File: src/rtl/npn_eval_pkg.sv
// Shared types and constants for the NPN truth-table evaluation sequencer.
// The optional input-permutation feature is enabled by the NPN_PERM_EN macro.
package npn_eval_pkg;

  localparam int TT_W  = 16;
  localparam int IDX_W = 4;

  // Truth table of the exactly-one-of-four function with identity NPN transform.
  localparam logic [TT_W-1:0] ONEHOT4_TT = 16'h0116;

  typedef enum logic [1:0] {
    IDLE  = 2'd0,
    SWEEP = 2'd1,
    CHECK = 2'd2
  } state_e;

endpackage

File: src/rtl/onehot4_net.sv
// Combinational network under evaluation: y0 is high when exactly one input is high.
module onehot4_net (
  input  logic x0,
  input  logic x1,
  input  logic x2,
  input  logic x3,
  output logic y0
);

  logic any_pair;

  // An odd count with no pair of ones set can only be a count of exactly one.
  assign any_pair = (x0 & x1) | (x0 & x2) | (x0 & x3) | (x1 & x2) | (x1 & x3) | (x2 & x3);
  assign y0       = (x0 ^ x1 ^ x2 ^ x3) & ~any_pair;

endmodule

File: src/rtl/npn_eval_sequencer.sv
// Sweeps a 4-input network over all 16 input codes under a latched NPN transform and
// reports the captured truth table. Define NPN_PERM_EN to add the perm_i input permutation.
module npn_eval_sequencer
  import npn_eval_pkg::*;
#(
  parameter int CHECK_EN = 1
) (
  input  logic            clk,
  input  logic            rst,
  input  logic            start_i,
  input  logic            abort_i,
  input  logic [3:0]      neg_in_i,
  input  logic            neg_out_i,
  input  logic [TT_W-1:0] exp_tt_i,
`ifdef NPN_PERM_EN
  input  logic [7:0]      perm_i,
`endif
  output logic            busy_o,
  output logic            done_o,
  output logic [TT_W-1:0] tt_o,
  output logic            match_o,
  output state_e          dbg_state
);

  // Handshake: start_i is a level sampled only in IDLE while done_o is low and
  // abort_i is low; abort_i acts on the next edge in SWEEP or CHECK; done_o is a
  // single-cycle result strobe, with tt_o/match_o held until the next strobe.

  state_e             state, state_next;
  logic [IDX_W-1:0]   idx;
  logic [TT_W-1:0]    tt_acc;
  logic [3:0]         neg_in_q;
  logic               neg_out_q;
  logic [TT_W-1:0]    exp_q;
  logic [3:0]         neg_idx;
  logic [3:0]         x;
  logic               y;
  logic               start_ok;

`ifdef NPN_PERM_EN
  logic [7:0]         perm_q;
`endif

  assign start_ok  = (state == IDLE) && start_i && !done_o && !abort_i;
  assign busy_o    = (state == SWEEP) || (state == CHECK);
  assign dbg_state = state;
  assign neg_idx   = idx ^ neg_in_q;

  always_comb begin
    x = neg_idx;
`ifdef NPN_PERM_EN
    for (int k = 0; k < 4; k++) begin
      x[k] = neg_idx[perm_q[2*k +: 2]];
    end
`endif
  end

  onehot4_net u_net (
    .x0 (x[0]),
    .x1 (x[1]),
    .x2 (x[2]),
    .x3 (x[3]),
    .y0 (y)
  );

  always_ff @(posedge clk or posedge rst) begin
    if (rst) state <= IDLE;
    else     state <= state_next;
  end

  always_comb begin
    state_next = state;
    case (state)
      IDLE:    if (start_ok) state_next = SWEEP;
      SWEEP:   if (abort_i) state_next = IDLE;
               else if (idx == IDX_W'(TT_W - 1)) state_next = CHECK;
      CHECK:   state_next = IDLE;
      default: state_next = IDLE;
    endcase
  end

  always_ff @(posedge clk or posedge rst) begin
    if (rst) begin
      idx       <= '0;
      tt_acc    <= '0;
      neg_in_q  <= '0;
      neg_out_q <= 1'b0;
      exp_q     <= '0;
`ifdef NPN_PERM_EN
      perm_q    <= '0;
`endif
      done_o    <= 1'b0;
      tt_o      <= '0;
      match_o   <= 1'b0;
    end else begin
      done_o <= 1'b0;
      case (state)
        IDLE: begin
          if (start_ok) begin
            idx       <= '0;
            tt_acc    <= '0;
            neg_in_q  <= neg_in_i;
            neg_out_q <= neg_out_i;
            exp_q     <= exp_tt_i;
`ifdef NPN_PERM_EN
            perm_q    <= perm_i;
`endif
          end
        end
        SWEEP: begin
          if (!abort_i) begin
            tt_acc[idx] <= y ^ neg_out_q;
            idx         <= idx + 1'b1;
          end
        end
        CHECK: begin
          // tt_o is only ever loaded from a completed sweep.
          if (!abort_i) begin
            tt_o    <= tt_acc;
            match_o <= (CHECK_EN != 0) && (tt_acc == exp_q);
            done_o  <= 1'b1;
          end
        end
        default: ;
      endcase
    end
  end

endmodule

File: config.mk
export PLATFORM = sky130hd
export DESIGN_NAME = npn_eval_sequencer
export DESIGN_NICKNAME = d
export VERILOG_FILES = /design/src/rtl/npn_eval_pkg.sv /design/src/rtl/onehot4_net.sv /design/src/rtl/npn_eval_sequencer.sv
export SDC_FILE = /design/constraint.sdc
export NUM_CORES = 1
export LEC_CHECK = 0
export ABC_AREA = 1
export CAP_MARGIN = 20
export CORE_ASPECT_RATIO = 0.7
export CORE_UTILIZATION = 35
export CTS_CLUSTER_DIAMETER = 100
export CTS_CLUSTER_SIZE = 40
export DETAILED_ROUTE_END_ITERATION = 12
export HOLD_SLACK_MARGIN = 0.15
export MAX_ROUTING_LAYER = met4
export REMOVE_ABC_BUFFERS = 1
export SLEW_MARGIN = 20
export SYNTH_ARGS = -nofsm -noshare
export SYNTH_HDL_FRONTEND = slang
export SYNTH_SLANG_ARGS = --single-unit
File: constraint.sdc
create_clock -name clk -period 5.6 [get_ports clk]
set_input_delay 0.56 -clock clk [delete_from_list [all_inputs] [get_ports clk]]
set_output_delay 0.56 -clock clk [all_outputs]
set_load 0.05 [all_outputs]
==> results.cfg, run 1 <==
[drt]
ant_nets = 0
drc = 0
vias_per_cell = 4.54
wl_per_cell_um = 12.0
vias = 2617
first_pass_iters = 5
drt_iter0_drc = 127
wl_mm = 6.95

[worst_setup_path]
reg2regPathDepth = 7
worst_setup_path_start_kind = flop
reg2reg_from = dbg_state[1]$_DFFE_PP0P_
critPathRequiredTime_ns = 5.04
cp_max_fo = 4
critPathKind = flop to output port
cp-startpoint = dbg_state[1]$_DFFE_PP0P_
crit_arrival_ns = 1.91
worstSetupEndpointType = output port

[die]
die_h_um = 80.9
start_util_pct = 36.4
rows = 28
core_area_sq_um = 8550
die-width_um = 115
ios = 46
dieArea_sq_um = 9280

[run_status]
status = completed

[placed_design]
place.port_buffers = 45
placed_cell_area_sq_um = 3650
gp_congestion = 0.891
dp_hpwl_mm = 4.93

[sta]
fin_crit_sh_pct = 44.0
tightest_slew_ns = 0.865
setup_violations = 0
skew_ns = 0.00379
fin_tns_setup_ns = 0
slew_violations = 0
hold_viol = 0
rsz0062_at_grt = false
fin_crit_ns = 2.47
fmax_mhz = 406
slew-limit-headroom_pct = 42.2

[worst_hold_path]
hp-start = match_o$_DFFE_PP0P_
min_path_cells = 2
hp-class = flop to flop

[clock_network]
cts_setup_buffers = 0
cts_resized = 0
ctsHoldBuffers = 0
cts_buffer_depth = 2
htreeDepth = 3
clkLatencyLatePin_ns = 0.33
tritoncts.num_buffers = 9
cts.clk_slew.worst_paths_ns = 0.05
cts.sinks = 61
cts_tree = yes
cts_root_buf = clkbuf_16

[finish]
final_cell_mix = 155 x nand2_1, 61 x dfrtp_1, 45 x clkdlybuf4s50_1, 39 x nor2_1, 37 x inv_1
area_growth_pct = 27.3
final_common_cell = nand2_1
final_cell_area_sq_um = 3960
nets = 486
drive_gt1_share_pct = 6.35
diodes = 0
seqCellArea_sq_um = 1530
multi_input_area_sq_um = 1350
nFillCells = 865
final_core_util_pct = 46.3

[pwr]
p_leak_nw = 1.91
powerDensity_nw_per_um2 = 551
power_mw = 2.18
max-vdd-ir-drop_mv = 0.227

[grt]
grt_antenna_before_repair = 0
grt_start_max_net_pins = 62
globalRouteOverflowTotal = 0
grt_pass1_vias = 2342
grt_first_pass_wirelength_mm = 11.4
grt_usage_pct = 16.9

[synth]
synth_area_sq_um = 3110
yosys_warnings = 0
synth_enable_flop_cells = 0
async_reset_ff_share_pct = 100
synth.avg_cell_area_sq_um = 7.66
synthCells = 406
ys.flop_type = dfrtp_1
synth.distinct_cells = 29
synth_seq_cells = 61
ys_seq_area_share_pct = 49.1

[job]
cap_violations = 0
final cells by class:
| class | count | share of cell area, % |
|---|---|---|
| Sequential cell | 61 | 38.5 |
| Multi-Input combinational cell | 292 | 34.2 |
| Timing Repair Buffer | 46 | 11.6 |
| Clock buffer | 9 | 5.69 |
| Inverter | 42 | 3.98 |
| Tap cell | 120 | 3.79 |
| Clock inverter | 7 | 2.27 |
report_power, final:
part / leakage (nW) / internal [mW] / switching, mW
clock: 0.151 / 0.386 / 0.195
combinational: 0.953 / 0.298 / 0.608
sequential: 0.808 / 0.584 / 0.110
synthesized netlist by cell type (all sizes together), types with 2 or more instances:
master / count / area share [%]
nand2: 157 / 19
dfrtp: 61 / 49
inv: 40 / 4.8
nor2: 40 / 4.9
nand3: 34 / 5.8
o21ai: 24 / 4.0
ha: 9 / 3.6
a21oi: 7 / 1.1
buf: 7 / 1.7
xnor2: 7 / 2.0
nor3: 4 / 0.64
clkbuf: 3 / 0.36
nand4: 3 / 0.60
or2: 3 / 0.60
clkinv: 2 / 0.24
path summary, 6_finish.rpt:
kind / slack [ns] / to
worst max-delay path: 3.13 / busy_o
worst min-delay path: 0.47 / match_o$_DFFE_PP0P_
worst max register to register: 3.16 / neg_in_q[2]$_DFFE_PP0P_
worst min register to register: 0.47 / match_o$_DFFE_PP0P_
max in group asynchronous: 4.30 / exp_q[11]$_DFFE_PP0P_
min in group asynchronous: 0.79 / tt_o[12]$_DFFE_PP0P_
logic make-up after synthesis:
| group | Yosys count | share of synthesized area [%] |
|---|---|---|
| buf+inv | 53 | 7.44 |
| simple gates | 242 | 32.0 |
| fa+ha+maj | 9 | 3.62 |
| flops | 61 | 49.1 |
| compound gates | 34 | 5.87 |
| xor+xnor | 7 | 1.97 |
flip-flops by register name, summed over array words and instances (netlist names):
signal and cells:
tt_o 16, exp_q 16, tt_acc 16, neg_in_q 4, neg_out_q 1, dbg_state 2
idx 4, done_o 1, match_o 1
stage by stage:
step | hold WS (ns) | setup slack [ns] | std cells
6_report | 0.474 | 3.13 | 577
5_1_grt | 0.485 | 2.87 | 577
4_1_cts | 0.481 | 3.13 | 577
3_5_place_dp | 0.466 | 2.90 | 561
3_3_place_gp | 0.462 | 3.01 | 561
2_1_floorplan | 0.449 | 3.41 | 395
critical path, cell delays in order (launching register included):
cell	delay, ns
dfrtp_1	0.41
inv_1	0.10
ha_1	0.28
clkdlybuf4s50_1	0.79
metal layers:
metal  wire [um]  share of wire [%]  track usage, %
met1        3720                 54            23.8
met2        2780                 40            23.7
met3         395                5.7            4.55
met4          54               0.78            4.68
met5           0                  0               -
(Power assumes the default switching activity.)
==> inputs of run 2 (changes only) <==
==> constraint.sdc (replaced) <==
create_clock -name clk -period 2.5 [get_ports clk]
set_input_delay 0.25 -clock clk [delete_from_list [all_inputs] [get_ports clk]]
set_output_delay 0.25 -clock clk [all_outputs]
set_load 0.05 [all_outputs]
==> run 2 against run 1 <==
Global-route usage is 1.6 points higher. Die area stayed put. Hold slack worse by 0.17 ns. Cell area is 1.5% higher. First-iteration DRC count is 36% higher. Sequential share of layout area is 0.59 points lower. Total power is 130% higher. Wire length is 4.9% higher. Clock-buffer cell count is 3 higher. Non-clock buffer count is 5 higher. Sequential power is 130% higher. Highest routed layer unchanged. Clock power is 130% higher.
==> results.cfg, run 2 (synthesis results as in run 1) <==
[pwr]
pwr-share-clk_pct = 27.2
power.internal_mw = 2.93
p_leak_nw = 1.95
p_sw_share_pct = 41.2
max-vdd-ir-drop_mv = 0.626
powerDensity_nw_per_um2 = 1240
p_seq_share_pct = 31.3
comb_power_share_pct = 41.5
p_switching_mw = 2.05

[clock_network]
cts_tree = yes
ctsHoldBuffers = 0
cts.clk_slew.worst_paths_ns = 0.05
clkLatencyLatePin_ns = 0.33
cts_setup_buffers = 0
tritoncts.num_buffers = 9
cts_root_buf = clkbuf_16
cts_resized = 0
htreeDepth = 3
cts_buffer_depth = 2
cts.sinks = 61

[placed_design]
place.port_buffers = 45
placed_cell_area_sq_um = 3700
place_ws_ns = 0.365
dp_hpwl_mm = 5.11
gp_congestion = 0.844

[grt]
grt_antenna_before_repair = 0
grt_first_pass_wirelength_mm = 12.5
grt_start_max_net_pins = 62
globalRouteOverflowTotal = 0
grt_pass1_vias = 2590
grt_usage_pct = 18.5

[worst_setup_path]
worst-path-buf-inv = 1
crit_chain = inv_1 > ha_1 > nand2_1 > o21ai_2 > nand2_1 > nor2_1 > nand3_1 > nand2_1
reg2regPathDepth = 8
worst_setup_path_start_kind = flop
rrSetupSlack_ns = 0.35
crit_arrival_ns = 2.42
cp_max_fo = 18
critPathKind = flop to flop
crit_top_cell = nand2_1
slowest_delay_ns = 0.55
cp-startpoint = dbg_state[1]$_DFFE_PP0P_
crit_slowest_cell = o21ai_2
r2r_end = tt_acc[1]$_DFFE_PP0P_
critPathRequiredTime_ns = 2.77
worstSetupEndpointType = flop
reg2reg_from = dbg_state[1]$_DFFE_PP0P_
crit_family = simple AND/OR/NAND/NOR gates

[sta]
tightest_slew_ns = 0.679
fin_tns_setup_ns = 0
slew_violations = 0
slew-limit-headroom_pct = 54.7
hold_ws_ns = 0.307
fin_crit_sh_pct = 86.1
worst_slack_ns = 0.347
hold_viol = 0
fin_crit_ns = 2.15
rsz0062_at_grt = false
setup_violations = 0
fmax_mhz = 465
skew_ns = 0.00885

[die]
start_util_pct = 36.4
ios = 46
dieArea_sq_um = 9280
die-width_um = 115
die_h_um = 80.9
core_area_sq_um = 8550
rows = 28

[finish]
final_cell_area_sq_um = 4020
drive_gt1_share_pct = 7.14
final_cell_mix = 155 x nand2_1, 61 x dfrtp_1, 45 x clkdlybuf4s50_1, 39 x nor2_1, 37 x inv_1
area_growth_pct = 29.3
nets = 491
final_common_cell = nand2_1
diodes = 0
reg_top3 = exp_q: 16 flops, tt_acc: 16 flops, tt_o: 16 flops

[drt]
wl_mm = 7.29
wl_per_cell_um = 12.5
vias = 2660
drc = 0
first_pass_iters = 4
vias_per_cell = 4.57
drt_iter0_drc = 173
ant_nets = 0

[job]
cap_violations = 0

[run_status]
status = completed

[worst_hold_path]
hp-class = primary input to asynchronous set/reset pin
==> run 2: cell count changes in the layout (fill, tap and decap cells not counted), sizes merged <==
cell | previous run | this run
buf | 1 | 6
clkbuf | 9 | 12
clkinvlp | 2 | 0
clkinv | 5 | 4
==> run 2: worst register-to-register path: stages (launching register included) <==
cell and delay [ns]:
dfrtp_1 0.41, inv_1 0.11, ha_1 0.27, nand2_1 0.13
o21ai_2 0.55, nand2_1 0.28, nor2_1 0.16, nand3_1 0.11
nand2_1 0.08
==> run 2: how the worst max path moves through the flow <==
stage | slack [ns] | cells past startpoint | endpoint
after floorplan | 0.31 | 7 | exp_q[15]$_DFFE_PP0P_
after global placement | 0.40 | 8 | tt_acc[2]$_DFFE_PP0P_
after detailed placement | 0.37 | 8 | tt_acc[1]$_DFFE_PP0P_
after CTS | 0.34 | 3 | busy_o
after global routing | 0.06 | 8 | tt_acc[1]$_DFFE_PP0P_
final | 0.35 | 8 | tt_acc[1]$_DFFE_PP0P_
==> run 2: power groups by stage <==
stage | sequential, mW | clock [mW] | combinational [mW]
finish | 1.56 | 1.35 | 2.07
global route | 1.61 | 1.43 | 2.33
CTS | 1.56 | 1.38 | 2.08
detailed placement | 1.57 | 0 | 2.06
global placement | 1.56 | 0 | 2.03
floorplan | 1.77 | 0 | 1.24
==> run 2: final cells by class <==
type                       count  area, sq um
clock buffer                  12          256
clock inverter                 4         70.1
fill                         878         4530
timing repair buffer          51          508
tap                          120          150
inverter                      42          158
sequential                    61         1530
multi-input combinational    292         1350
==> run 2: routing by layer <==
layer / share of wire, % / vias up / track usage, %
met3: 5.5 / 8 / 7.09
li1: - / 1364 / -
met5: 0 / - / -
met4: 0.84 / 0 / 5.32
met1: 53 / 1229 / 25.4
met2: 41 / 59 / 25.2
==> run 2: per-stage QoR <==
| step | cells | util [%] | total power, mW |
|---|---|---|---|
| CTS | 582 | 47.1 | 5.02 |
| global route | 582 | 47.1 | 5.37 |
| finish | 582 | 47.1 | 4.98 |
| floorplan | 395 | - | 3.02 |
| detailed placement | 566 | 43.2 | 3.63 |
| global placement | 566 | 43.2 | 3.59 |
==> inputs of run 3 (changes only) <==
--- a/config.mk
+++ b/config.mk
@@ -9,9 +9,11 @@
 export CAP_MARGIN = 20
 export CORE_ASPECT_RATIO = 0.7
 export CORE_UTILIZATION = 35
+export CTS_BUF_LIST = sky130_fd_sc_hd__clkbuf_2 sky130_fd_sc_hd__clkbuf_4 sky130_fd_sc_hd__clkbuf_8
 export CTS_CLUSTER_DIAMETER = 100
 export CTS_CLUSTER_SIZE = 40
 export DETAILED_ROUTE_END_ITERATION = 12
+export GPL_ROUTABILITY_DRIVEN = 0
 export HOLD_SLACK_MARGIN = 0.15
 export MAX_ROUTING_LAYER = met4
 export REMOVE_ABC_BUFFERS = 1
==> run 3 against run 2 <==
Combinational power about the same. Die area unchanged. Clock skew down 0.0033 ns. Largest cell class unchanged.
==> results.cfg, run 3 (synthesis results as in run 1) <==
[sta]
fin_tns_setup_ns = 0
slew-limit-headroom_pct = 53.0
rsz0062_at_grt = false
worst_slack_ns = 0.230
slew_violations = 0
hold_ws_ns = 0.267
tightest_slew_ns = 0.705
setup_violations = 0
fin_crit_ns = 2.27
hold_viol = 0
fmax_mhz = 440
fin_crit_sh_pct = 90.8
skew_ns = 0.00556

[worst_setup_path]
slowest_delay_ns = 0.57
worstSetupEndpointType = flop
r2r_end = tt_acc[1]$_DFFE_PP0P_
reg2reg_from = dbg_state[1]$_DFFE_PP0P_
crit_top_cell = nand2_1
crit_arrival_ns = 2.56
worst_setup_path_start_kind = flop
critPathKind = flop to flop
cp_max_fo = 18
reg2regPathDepth = 8
crit_slowest_cell = o21ai_2
critPathRequiredTime_ns = 2.79
crit_chain = inv_1 > ha_1 > nand2_1 > o21ai_2 > nand2_1 > nor2_1 > nand3_1 > nand2_1
rrSetupSlack_ns = 0.23

[clock_network]
cts_tree = yes
cts.clk_slew.worst_paths_ns = 0.07
cts_buffer_depth = 2
cts_resized = 0
ctsHoldBuffers = 0
cts_root_buf = clkbuf_8
htreeDepth = 3
cts_setup_buffers = 0
cts.sinks = 61
clkLatencyLatePin_ns = 0.35
tritoncts.num_buffers = 9

[drt]
vias = 2664
wl_per_cell_um = 12.6
wl_mm = 7.32
first_pass_iters = 4
drt_iter0_drc = 182
drc = 0
vias_per_cell = 4.58
ant_nets = 0

[grt]
grt_pass1_vias = 2505
grt_usage_pct = 18.5
grt_first_pass_wirelength_mm = 12.4
grt_antenna_before_repair = 0
globalRouteOverflowTotal = 0
grt_start_max_net_pins = 62

[die]
die-width_um = 115
core_area_sq_um = 8550
dieArea_sq_um = 9280
rows = 28
die_h_um = 80.9
start_util_pct = 36.4
ios = 46

[pwr]
powerDensity_nw_per_um2 = 1180
max-vdd-ir-drop_mv = 0.605
p_leak_nw = 1.91
power_mw = 4.66

[placed_design]
dp.cells = 566
place_ws_ns = 0.317
dp_hpwl_mm = 5.26
place.port_buffers = 45
placed_cell_area_sq_um = 3710

[finish]
diodes = 0
final_core_util_pct = 46.1
nFillCells = 930
final_cell_mix = 155 x nand2_1, 61 x dfrtp_1, 45 x clkdlybuf4s50_1, 39 x nor2_1, 37 x inv_1
multi_input_area_sq_um = 1350
drive_gt1_share_pct = 7.36
reg_top3 = exp_q: 16 flops, tt_acc: 16 flops, tt_o: 16 flops
final_cell_area_sq_um = 3940
seqCellArea_sq_um = 1530
final_cells = 582
area_growth_pct = 26.5
final_common_cell = nand2_1
nets = 491

[run_status]
status = completed

[job]
cap_violations = 0

[worst_hold_path]
hp-class = primary input to asynchronous set/reset pin
-- run 3: cell types whose count changed in the layout (fill, tap and decap cells not counted) --
cell       change
clkbuf_16      -9
clkbuf_8       +9
buf_12         +1
buf_4          -1
clkbuf_1       -1
clkbuf_4       +1
-- run 3: how the worst max path moves through the flow --
stage | start | cells after the start | endpoint
finish | dbg_state[1]$_DFFE_PP0P_ | 8 | tt_acc[1]$_DFFE_PP0P_
global route | dbg_state[1]$_DFFE_PP0P_ | 8 | tt_acc[14]$_DFFE_PP0P_
CTS | dbg_state[1]$_DFFE_PP0P_ | 3 | busy_o
detailed placement | dbg_state[1]$_DFFE_PP0P_ | 8 | tt_acc[1]$_DFFE_PP0P_
global placement | dbg_state[1]$_DFFE_PP0P_ | 8 | tt_acc[1]$_DFFE_PP0P_
floorplan | dbg_state[0]$_DFFE_PP0P_ | 7 | exp_q[15]$_DFFE_PP0P_
-- run 3: layout make-up --
class / instances / area share, %
repair buffers: 51 / 13.2
well taps: 120 / 3.81
flip-flops and latches: 61 / 38.8
clock inverters: 4 / 1.78
inverters: 42 / 4.00
multi-input cells: 292 / 34.4
clock buffers: 12 / 4.04
-- run 3: layer usage --
layer / routed length [um] / track usage (%)
met1: 3970 / 26.7
met2: 2760 / 23.5
met3: 478 / 6.79
met4: 109 / 5.58
met5: 0 / -
-- run 3: report_power, final --
| part | switching [mW] | leakage (nW) | internal (mW) |
|---|---|---|---|
| combinational | 1.39 | 0.985 | 0.704 |
| clock | 0.391 | 0.120 | 0.623 |
| sequential | 0.249 | 0.808 | 1.31 |
-- run 3: worst max-delay path, delay by kind of cell (launching register included) --
kind / cells / cell delay (ns)
and+or+nand+nor: 5 / 0.80
AOI/OAI and AO/OA: 1 / 0.57
buffers and inverters: 1 / 0.12
DFF: 1 / 0.42
adders and majority gates: 1 / 0.29
